==> src/rtl/fpsqrt_multi_issue.sv <==
// Round-robin issue/retire front end for NUM_UNITS iterative sqrt units.
// Requests and results pass through combinationally; results retire in issue order.
module fpsqrt_multi_issue #(
    parameter int unsigned NUM_UNITS   = 2,
    parameter int unsigned OP_W        = 64,
    parameter int unsigned TIMEOUT_CYC = 256
) (
    input  logic                          clk,
    input  logic                          rst_n,
    input  logic                          flush_i,
    input  logic                          start_valid_i,
    output logic                          start_ready_o,
    input  logic [1:0]                    fp_format_i,
    input  logic [2:0]                    rm_i,
    input  logic [OP_W-1:0]               op_i,
    output logic                          finish_valid_o,
    input  logic                          finish_ready_i,
    output logic [OP_W-1:0]               res_o,
    output logic [4:0]                    fflags_o,
    output logic [NUM_UNITS-1:0]          u_start_valid_o,
    input  logic [NUM_UNITS-1:0]          u_start_ready_i,
    output logic [1:0]                    u_fp_format_o,
    output logic [2:0]                    u_rm_o,
    output logic [OP_W-1:0]               u_op_o,
    output logic                          u_flush_o,
    input  logic [NUM_UNITS-1:0]          u_finish_valid_i,
    output logic [NUM_UNITS-1:0]          u_finish_ready_o,
    input  logic [NUM_UNITS*OP_W-1:0]     u_res_i,
    input  logic [NUM_UNITS*5-1:0]        u_fflags_i,
    output logic [$clog2(NUM_UNITS+1)-1:0] outstanding_o,
    output logic                          timeout_o
);

    localparam int unsigned CNT_W = $clog2(NUM_UNITS + 1);
    localparam int unsigned PTR_W = (NUM_UNITS > 1) ? $clog2(NUM_UNITS) : 1;
    localparam int unsigned WD_W  = 16;

    logic [PTR_W-1:0] iptr_q, iptr_d;
    logic [PTR_W-1:0] rptr_q, rptr_d;
    logic [CNT_W-1:0] cnt_q, cnt_d;
    logic [WD_W-1:0]  wd_q, wd_d;
    logic             timeout_q, timeout_d;
    logic             can_issue, can_retire, issue, retire;

    // Combinational request/result steering
    always_comb begin
        can_issue        = (cnt_q < CNT_W'(NUM_UNITS)) & ~flush_i;
        can_retire       = (cnt_q != '0) & ~flush_i;

        start_ready_o    = u_start_ready_i[iptr_q] & can_issue;
        u_start_valid_o  = '0;
        u_start_valid_o[iptr_q] = start_valid_i & can_issue;
        issue            = start_valid_i & start_ready_o;

        u_op_o           = op_i;
        u_rm_o           = rm_i;
        u_fp_format_o    = fp_format_i;
        u_flush_o        = flush_i;

        finish_valid_o   = u_finish_valid_i[rptr_q] & can_retire;
        res_o            = u_res_i[rptr_q*OP_W +: OP_W];
        fflags_o         = u_fflags_i[rptr_q*5 +: 5];
        u_finish_ready_o = '0;
        u_finish_ready_o[rptr_q] = finish_ready_i & can_retire;
        retire           = finish_valid_o & finish_ready_i;

        outstanding_o    = cnt_q;
        timeout_o        = timeout_q;
    end

    // Pointer, occupancy and watchdog next state
    always_comb begin
        iptr_d    = iptr_q;
        rptr_d    = rptr_q;
        cnt_d     = cnt_q;
        wd_d      = wd_q;
        timeout_d = timeout_q;

        if (issue) begin
            iptr_d = (iptr_q == PTR_W'(NUM_UNITS - 1)) ? '0 : iptr_q + 1'b1;
        end
        if (retire) begin
            rptr_d = (rptr_q == PTR_W'(NUM_UNITS - 1)) ? '0 : rptr_q + 1'b1;
        end
        case ({issue, retire})
            2'b10:   cnt_d = cnt_q + 1'b1;
            2'b01:   cnt_d = cnt_q - 1'b1;
            default: cnt_d = cnt_q;
        endcase

        // Watchdog only runs while the oldest op sits unretired
        if (flush_i || retire || (cnt_q == '0)) begin
            wd_d = '0;
        end else if (wd_q < WD_W'(TIMEOUT_CYC)) begin
            wd_d = wd_q + 1'b1;
        end
        timeout_d = timeout_q | (wd_d == WD_W'(TIMEOUT_CYC));

        if (flush_i) begin
            iptr_d    = '0;
            rptr_d    = '0;
            cnt_d     = '0;
            wd_d      = '0;
            timeout_d = 1'b0;
        end
    end

    always_ff @(posedge clk or negedge rst_n) begin
        if (!rst_n) begin
            iptr_q    <= '0;
            rptr_q    <= '0;
            cnt_q     <= '0;
            wd_q      <= '0;
            timeout_q <= 1'b0;
        end else begin
            iptr_q    <= iptr_d;
            rptr_q    <= rptr_d;
            cnt_q     <= cnt_d;
            wd_q      <= wd_d;
            timeout_q <= timeout_d;
        end
    end

endmodule

==> config.mk <==
export PLATFORM = sky130hd
export DESIGN_NAME = fpsqrt_multi_issue
export DESIGN_NICKNAME = d
export VERILOG_FILES = /design/src/rtl/fpsqrt_multi_issue.sv
export SDC_FILE = /design/constraint.sdc
export NUM_CORES = 1
export LEC_CHECK = 0
export ABC_AREA = 1
export ABC_CLOCK_PERIOD_IN_PS = 1400
export CELL_PAD_IN_SITES_DETAIL_PLACEMENT = 1
export CELL_PAD_IN_SITES_GLOBAL_PLACEMENT = 2
export CORE_MARGIN = 2
export CORE_UTILIZATION = 10
export CTS_CLUSTER_SIZE = 8
export DETAILED_ROUTE_END_ITERATION = 16
export GPL_ROUTABILITY_DRIVEN = 0
export PLACE_DENSITY_LB_ADDON = 0.05
export SYNTH_ARGS = -nofsm -noshare
export SYNTH_HDL_FRONTEND = slang
export SYNTH_SLANG_ARGS = --single-unit
==> constraint.sdc <==
create_clock -name clk -period 1.4 [get_ports clk]
set_clock_uncertainty 0.1 [all_clocks]
set_input_delay 0.21 -clock clk [delete_from_list [all_inputs] [get_ports clk]]
set_output_delay 0.21 -clock clk [all_outputs]
set_load 0.02 [all_outputs]
After elaboration in Yosys (flattened, before gate mapping)
Cells that the tools add are included.
Widths: inputs -> output; s select.
Storage, ports and cells
  bits of input ports: 216
  logic and storage cells: 63
  register bits: 21
Cells by class
  magnitude comparators: 6
  shift operators: 2
  add/subtract/negate cells: 5
  equal/unequal tests: 3
  multiplexer cells: 20
  reductions and logical operators: 9
  bitwise logic cells: 12
  multiply operators: 1
Operators by type and width (count)
  $shiftx 128x8->64: 1
  $mux 16: 3
  $add 16x1->16 const B: 1
  $eq 16x9->1 const B: 1
  $lt 16x9->1 const B: 1
  $mux 1: 13
  $shiftx 10x5->5: 1
  $and 1x1->1: 8
  $reduce_bool 2->1: 3
  $and 2x2->2: 2
  $lt 1x2->1 const B: 2
  $mul 1x3->4 const B: 1
  $pmux 2 s2: 1
  $reduce_bool 3->1: 1
  $add 1x1->1 const B: 2
  $add 2x1->2 const B: 1
  $demux 1 s1: 2
  $eq 2x1->1 const B: 1
  $eq 2x2->1 const B: 1
  $ge 1x1->1 const B: 2
  $logic_and 1x1->1: 2
  $logic_not 2->1: 1
  $logic_or 1x1->1: 2
  $lt 2x2->1 const B: 1
  other kinds (4): 4

Longest topological paths before layout
  word-level depth: 10
  depth in mapped cells: 11
  mapped depth without buffers: 11

Least setup slack after synthesis
OpenSTA, ideal clock, no wires.
  kind: flip-flop to flip-flop
  start point: register cnt_q[1], in the netlist outstanding_o[1]
  end point: register cnt_q[0], in the netlist outstanding_o[0]
  slack: -365 ps
  stages on the path, launching flop included: 8
  setup time: 119 ps
  required time: 1181 ps
  arrival time: 1546 ps
  period minus slack after synthesis: 1765 ps
  path through: dfrtp_1 -> nor2_1 -> o21ai_0 -> nor2_1 -> nand2_1 -> nand2_1 -> nand3_1 -> o21a_1
Between the ends
  longest elaborated chain between the ends: 7
  elaborated cells on any way between the ends: 13
  those cells by class: order compare: 1; eq/ne: 2; mux: 2; bitwise: 6; reduce/logical: 2
RTL lines
  start: declaration: line 40  | logic [CNT_W-1:0] cnt_q, cnt_d;
  start signal: assignment: line 118  | cnt_q <= cnt_d;
  $lt 2x2->1 *: line 47  | can_issue = (cnt_q < CNT_W'(NUM_UNITS)) & ~flush_i;
  $and 1x1->1 *: line 47
  $and 1x1->1 *: line 50  | start_ready_o = u_start_ready_i[iptr_q] & can_issue;
  net start_ready_o: line 12  | output logic start_ready_o,
  $and 1x1->1 *: line 53  | issue = start_valid_i & start_ready_o;
  $eq 2x1->1 / $eq 2x2->1 (equally long branches): line 85  | case ({issue, retire})
  $pmux 2 s2: line 85
  $mux 2: line 99  | if (flush_i) begin
Mark *: on every way through the listed nets, which the timed path passes. The rest lies on a longest branch.
A chain may end at the register's enable or synchronous reset.

Worst setup path after layout
  start point: register rptr_q
  end point: output port u_finish_ready_o[0]
Between the ends
  longest elaborated chain between the ends: 5
  elaborated cells on any way between the ends: 6
  those cells by class: order compare: 2; mux: 2; bitwise: 1; reduce/logical: 1
RTL lines
  start: declaration: line 39  | logic [PTR_W-1:0] rptr_q, rptr_d;
  start signal: assignment: line 117  | rptr_q <= rptr_d;
  $lt 1x2->1 (not written as such) / $ge 1x1->1 (equally long branches): line 64  | u_finish_ready_o[rptr_q] = finish_ready_i & can_retire;
  $logic_and 1x1->1 (not written as such): line 64
  $mux 1 (not written as such): line 64
  $demux 1 s1 *: line 64
  $and 2x2->2 (no source line) *
  end: declaration: line 27  | output logic [NUM_UNITS-1:0] u_finish_ready_o,
Every way passes the cells marked *; elsewhere a longest branch is shown, timed or not.

==> results.toml <==
[floorplan]
die_x_um = 164
initial_core_util_pct = 10.1
rows = 58
die-area_mm2 = 0.0268
fp.coreArea_mm2 = 0.0251
die-height_um = 164
ios = 364

[sta]
setup_ws_ns = -0.410
drv_slew = 0
setup_viol = 96
worst_slew_pin_slew_ns = 0.264
hold_violations = 0
rsz0062_at_grt = "true"
fmax_ghz = 0.553
finalCriticalPeriod_ns = 1.81
relSlewSlack_pct = 82.3
fin_crit_sh_pct = 129

[worst_hold_path]
min_path_type = "in -> async"

[drt]
drc = 0
vias = 3605
first_pass_iters = 4
routed_wl_mm = 17.5
routedWlPerCell_um = 17.5
first_iter_violations = 60
antenna_left = 0
via_per_inst = 3.59

[critical_path]
crit_type = "reg -> out"
path_max_fanout = 5
startpoint = "rptr_q"
rrSetupSlack_ns = -0.30
crit_arrival_ns = 1.50
cp-end-kind = "output pin"
r2r-start = "rptr_q"
cp-endpoint = "u_finish_ready_o[0]"
start_kind = "register"
required_ns = 1.09
ff2ff_path_depth = 10
worstReg2RegEnd = "timeout_o"

[synthesis]
synthCells = 457
synthTopCellsByArea = "nand2_1 37%, buf_4 21%, dfrtp_1 21%, inv_1 5.2%, nand3_1 3.7%"
synth_top_area_share_pct = 36.6
yosysWarnings = 0
yosysTopAreaCell = "nand2_1"
yosysSeqAreaShare_pct = 20.6
synth_edf_count = 0
synth.distinct_cells = 25
ys_seq_elements = 21
syn_area_mm2 = 0.00255
syn_avg_cell_area_um2 = 5.57
synth-main-ff-cell = "dfrtp_1"
synth_async_sr_flop_share_pct = 100
synthesis.nets = 674

[clocking]
cts_num_sinks = 21
cts_tree = "done"
cts_max_level = 1
hold_buffers = 0
clk_path_buf_depth = 2
cts_root_buf = "clkbuf_16"
clk_latency_ns = 0.26
clk_pin_slew_worst_paths_ns = 0.06
cts_buffers = 3

[grt]
grt_use_total_pct = 10.9
antenna_found_initial = 1
grt_max_degree = 33
grt_pass1_vias = 3701
grt_remaining_overflow = 0
grt_pass1_wl_mm = 22.3

[cells_and_area]
layout.nets = 891
fin_util_pct = 26.6
seqCellArea_um2 = 529
drive_gt1_share_pct = 54.8
antennaDiodeCount = 0
final_cells = 1003
fillers = 2997
multi_input_area_mm2 = 0.00220
final_common_cell = "clkdlybuf4s50_1"
final_cell_mix = "145 x clkdlybuf4s50_1, 112 x nand2_2, 86 x buf_6"
area_growth_pct = 162

[outcome]
violations = "negative setup slack"
status = "finished, violations left"

[placement]
dp_cells = 971
io_buffers = 225
hpwlAfterDp_mm = 12.8

[power_and_ir_drop]
power_density_mw_per_mm2 = 659
vdd.ir_drop.worst_v = 0.000367
p_leak_uw = 0.00325

[flow_run]
maxCapViolCount = 0
routing by layer:
layer | track usage (%) | wire [um] | vias to the layer above
li1 | - | - | 1727
met1 | 12.3 | 6360 | 1708
met2 | 21.2 | 9930 | 138
met3 | 2.16 | 1090 | 30
met4 | 1.63 | 140 | 2
met5 | 0 | 13 | -
per-stage QoR:
| step | power [uW] | area, um^2 | TNS [ns] | hold slack, ns | setup slack [ns] |
|---|---|---|---|---|---|
| detailed placement | 2840 | 5040 | -39.85 | 0.320 | -0.626 |
| CTS | 3590 | 5230 | -23.25 | 0.203 | -0.393 |
| global placement | 2830 | 5040 | -39.42 | 0.320 | -0.654 |
| global route | 4660 | 6670 | -29.22 | 0.212 | -0.460 |
| floorplan | 1790 | 2570 | -0.267 | -0.186 | -0.108 |
| finish | 4400 | 6670 | -23.05 | 0.200 | -0.410 |
cells in the mapped netlist, types with 2 or more instances:
cell        n
nand2_1   248
buf_4      70
inv_1      35
nor2_1     25
dfrtp_1    21
nand3_1    19
clkbuf_1   14
o21ai_0     5
buf_6       3
a21oi_1     2
worst min-delay path by stage:
stage                            end  startpoint  cells past startpoint  slack, ns
after floorplan               iptr_q       rst_n                      0      -0.19
after global placement    u_op_o[13]    op_i[13]                      0       0.32
after CTS                   wd_q[14]       rst_n                      2       0.20
final                        wd_q[8]       rst_n                      2       0.20
after detailed placement  u_op_o[13]    op_i[13]                      0       0.32
after global routing        wd_q[14]       rst_n                      2       0.21
power by group:
group	leakage, uW	switching [uW]	total [uW]	internal, uW
Clock	0.0000382	236	625	389
Combinational	0.00293	1500	3120	1620
Sequential	0.000285	26.5	658	632
Total	0.00325	1760	4400	2640
critical path: stages (launching register included):
cell and delay (ns):
dfrtp_2 0.45, buf_6 0.15, buf_8 0.14, buf_16 0.15, buf_12 0.12, nor2_4 0.09, buf_6 0.14
final cells by class:
class,count,share of cell area (%)
Clock buffer,4,1.18
Inverter,36,2.14
Multi-Input combinational cell,313,33.0
Sequential cell,21,7.93
Tap cell,330,6.19
Timing Repair Buffer,299,49.6
state kept, by name (all words and copies together) (netlist names):
name / flops
iptr_q: 1
rptr_q: 1
timeout_o: 1
outstanding_o: 2
wd_q: 16
repair_timing:
item | CTS | global route
pin swaps | 5 | 62
cloned | 1 | 15
buffers inserted | 5 | 10
resized for setup | 398 | 337
endpoints found under the setup margin | 100 | 97
kinds of logic (layout without fill, tap and decap cells):
group	count (synthesis)	count (layout)	synth area share, %
AND/OR/NAND/NOR	299	299	45.9
buffers and inverters	123	339	29.4
flip-flops	21	21	20.6
AO/OA/AOI/OAI	12	12	3.15
adder cells (fa/ha/maj)	1	1	0.491
XOR/XNOR	1	1	0.344
Note: power is estimated with default switching activity, not from simulation.
==> variant (config.mk and constraints unchanged) <==
Register the output `fflags_o`; this adds one clock of latency there. The other outputs are not delayed to match.
--- a/src/rtl/fpsqrt_multi_issue.sv
+++ b/src/rtl/fpsqrt_multi_issue.sv
@@ -36,4 +36,6 @@
     localparam int unsigned WD_W  = 16;
 
+    logic [4:0] fflags_d;
+
     logic [PTR_W-1:0] iptr_q, iptr_d;
     logic [PTR_W-1:0] rptr_q, rptr_d;
@@ -60,5 +62,5 @@
         finish_valid_o   = u_finish_valid_i[rptr_q] & can_retire;
         res_o            = u_res_i[rptr_q*OP_W +: OP_W];
-        fflags_o         = u_fflags_i[rptr_q*5 +: 5];
+        fflags_d         = u_fflags_i[rptr_q*5 +: 5];
         u_finish_ready_o = '0;
         u_finish_ready_o[rptr_q] = finish_ready_i & can_retire;
@@ -122,4 +124,8 @@
     end
 
+    always_ff @(posedge clk) begin
+        fflags_o <= fflags_d;
+    end
+
 endmodule
 
Behaviour: not the same (a bounded check fails within 4 cycles, from zero or initial values and one cycle with rst_n low).
==> variant against the unedited design <==
The flow still finishes with violations (setup timing). Sequential share of layout area up 1.7 points. Sequential power rose by 25%. Area after synthesis increased by 3.7%. Critical endpoint is now res_o[21]. Setup slack gained 73 ps. Power up 1.8%. Design area is 2.1% lower. Sequential cell count up 5. Combinational power is 6% lower. Synthesized cell count grew 1.1%. Maximum frequency up 4.2%. Routed wire length decreased by 5.5%. Critical path depth is the same.
==> variant: results (changes against the unedited design) <==
filler cell count in the final layout - 3,112 (+3.8%)
top cells by area, synth - nand2_1, buf_4, dfrtp_1, inv_1, dfxtp_1
post-route setup slack - -336 ps (+73.4 ps)
DR vias/cell - 3.52 (-2.2%)
initial detailed-routing violation count - 65 (+8.3%)
most frequent cells after synthesis - nand2_1, buf_4, inv_1, nor2_1, dfrtp_1
failing checks - setup timing
Inst Count DP - 987 (+1.6%)
outcome - finished, violations left
vias in the first global route - 3,993 (+7.9%)
Reg2Reg Depth - 10 (unchanged)
non-filler cells, final - 1,015 (+1.2%)
initial antenna violation count - 7 (+6)
DR pass1 iterations - 4 (unchanged)
routed wire length - 16,600 um (-5.5%)
Synth async-reset ratio - 80.8% (-19 points)
Post-Synthesis Net Count - 679 (+0.74%)
worst path arrival time - 1430 ps (-70 ps)
largest net degree at the start of global routing - 22 (-33%)
crit-path max FO - 6 (+1)
Placement Cell Area - 5220 um2 (+3.5%)
share of post-route cells with drive strength above 1 - 47.9% (-6.9 points)
max_slew headroom - 77.8% (-4.5 points)
setup TNS - -20,860 ps (+2180 ps)
register area share after synthesis - 23.7% (+3.1 points)
Synth Instances - 462 (+1.1%)
Total GRT Usage - 11.2% (+0.38 points)
worst setup path end - res_o[21]
first-pass GRT wire length - 23,800 um (+6.9%)
R2R Path Start - rptr_q
HPWL after DPL - 13,400 um (+4.3%)
Nets - 896 (+0.56%)
Worst VDD drop - 0.378 mV (+3.1%)
Lkg Pwr - 3.01 nW (-7.4%)
setup violators final - 88 (-8.3%)
-- variant: cell types whose count changed after synthesis, sizes merged --
cell   change
dfxtp      +5
-- variant: kinds of logic after synthesis --
| group | share of synthesized area [%] |
|---|---|
| buffers and inverters | 28.2 |
| AO/OA/AOI/OAI | 3.03 |
| flip-flops | 23.7 |
| XOR/XNOR | 0.332 |
| adder cells (fa/ha/maj) | 0.474 |
| AND/OR/NAND/NOR | 44.2 |
-- variant: through the flow --
| step | power [mW] | setup WS [ps] | utilization, % | hold WS [ps] |
|---|---|---|---|---|
| 3_3_place_gp | 3.06 | -627 | 20.1 | 320 |
| 2_1_floorplan | 1.95 | -100 | - | -186 |
| 4_1_cts | 4.11 | -366 | 22.0 | 195 |
| 6_report | 4.48 | -336 | 25.1 | 196 |
| 3_5_place_dp | 3.06 | -648 | 20.1 | 320 |
| 5_1_grt | 4.77 | -414 | 25.1 | 213 |
-- variant: critical path, delay by kind of cell (launching register included) --
family                 cells  cell delay (ps)
DFF                        1              460
buffers and inverters      4              570
and+or+nand+nor            2              120
-- variant: power breakdown --
group          internal [mW]  switching [mW]  leakage (nW)
sequential             0.792          0.0311         0.327
clock                  0.438           0.278        0.0442
combinational           1.54            1.40          2.64
total                   2.77            1.71          3.01
-- variant: layer usage --
layer	track usage [%]	share of wire [%]	up-vias	routed length [um]
met5	0	0.38	-	63
met2	19.7	51	144	8380
met4	1.65	0.56	10	92
li1	-	-	1752	-
met1	11.6	36	1643	5890
met3	7.08	13	20	2140
-- variant: worst min-delay path by stage --
stage                             endpoint     start  slack (ps)  cells after the start
final                              wd_q[6]     rst_n         200                      2
after global routing      outstanding_o[1]     rst_n         210                      2
after CTS                          wd_q[2]     rst_n         190                      2
after detailed placement        u_op_o[10]  op_i[10]         320                      0
after global placement          u_op_o[10]  op_i[10]         320                      0
after floorplan                     iptr_q     rst_n        -190                      0
-- variant: what timing repair did --
item / 4_1_cts / 5_1_grt
pin swaps: 11 / 53
setup endpoints to repair: 98 / 96
resized for setup: 424 / 207
cloned: 4 / 4
buffers inserted: 11 / 5
-- variant: cell type report --
class	count	area [um2]	area share (%)
inverter	36	149	2.28
sequential	26	629	9.63
antenna	2	5.00	0.0766
tap	335	419	6.42
clock buffer	4	88.8	1.36
timing repair buffer	299	3220	49.2
multi-input combinational	313	2030	31.0
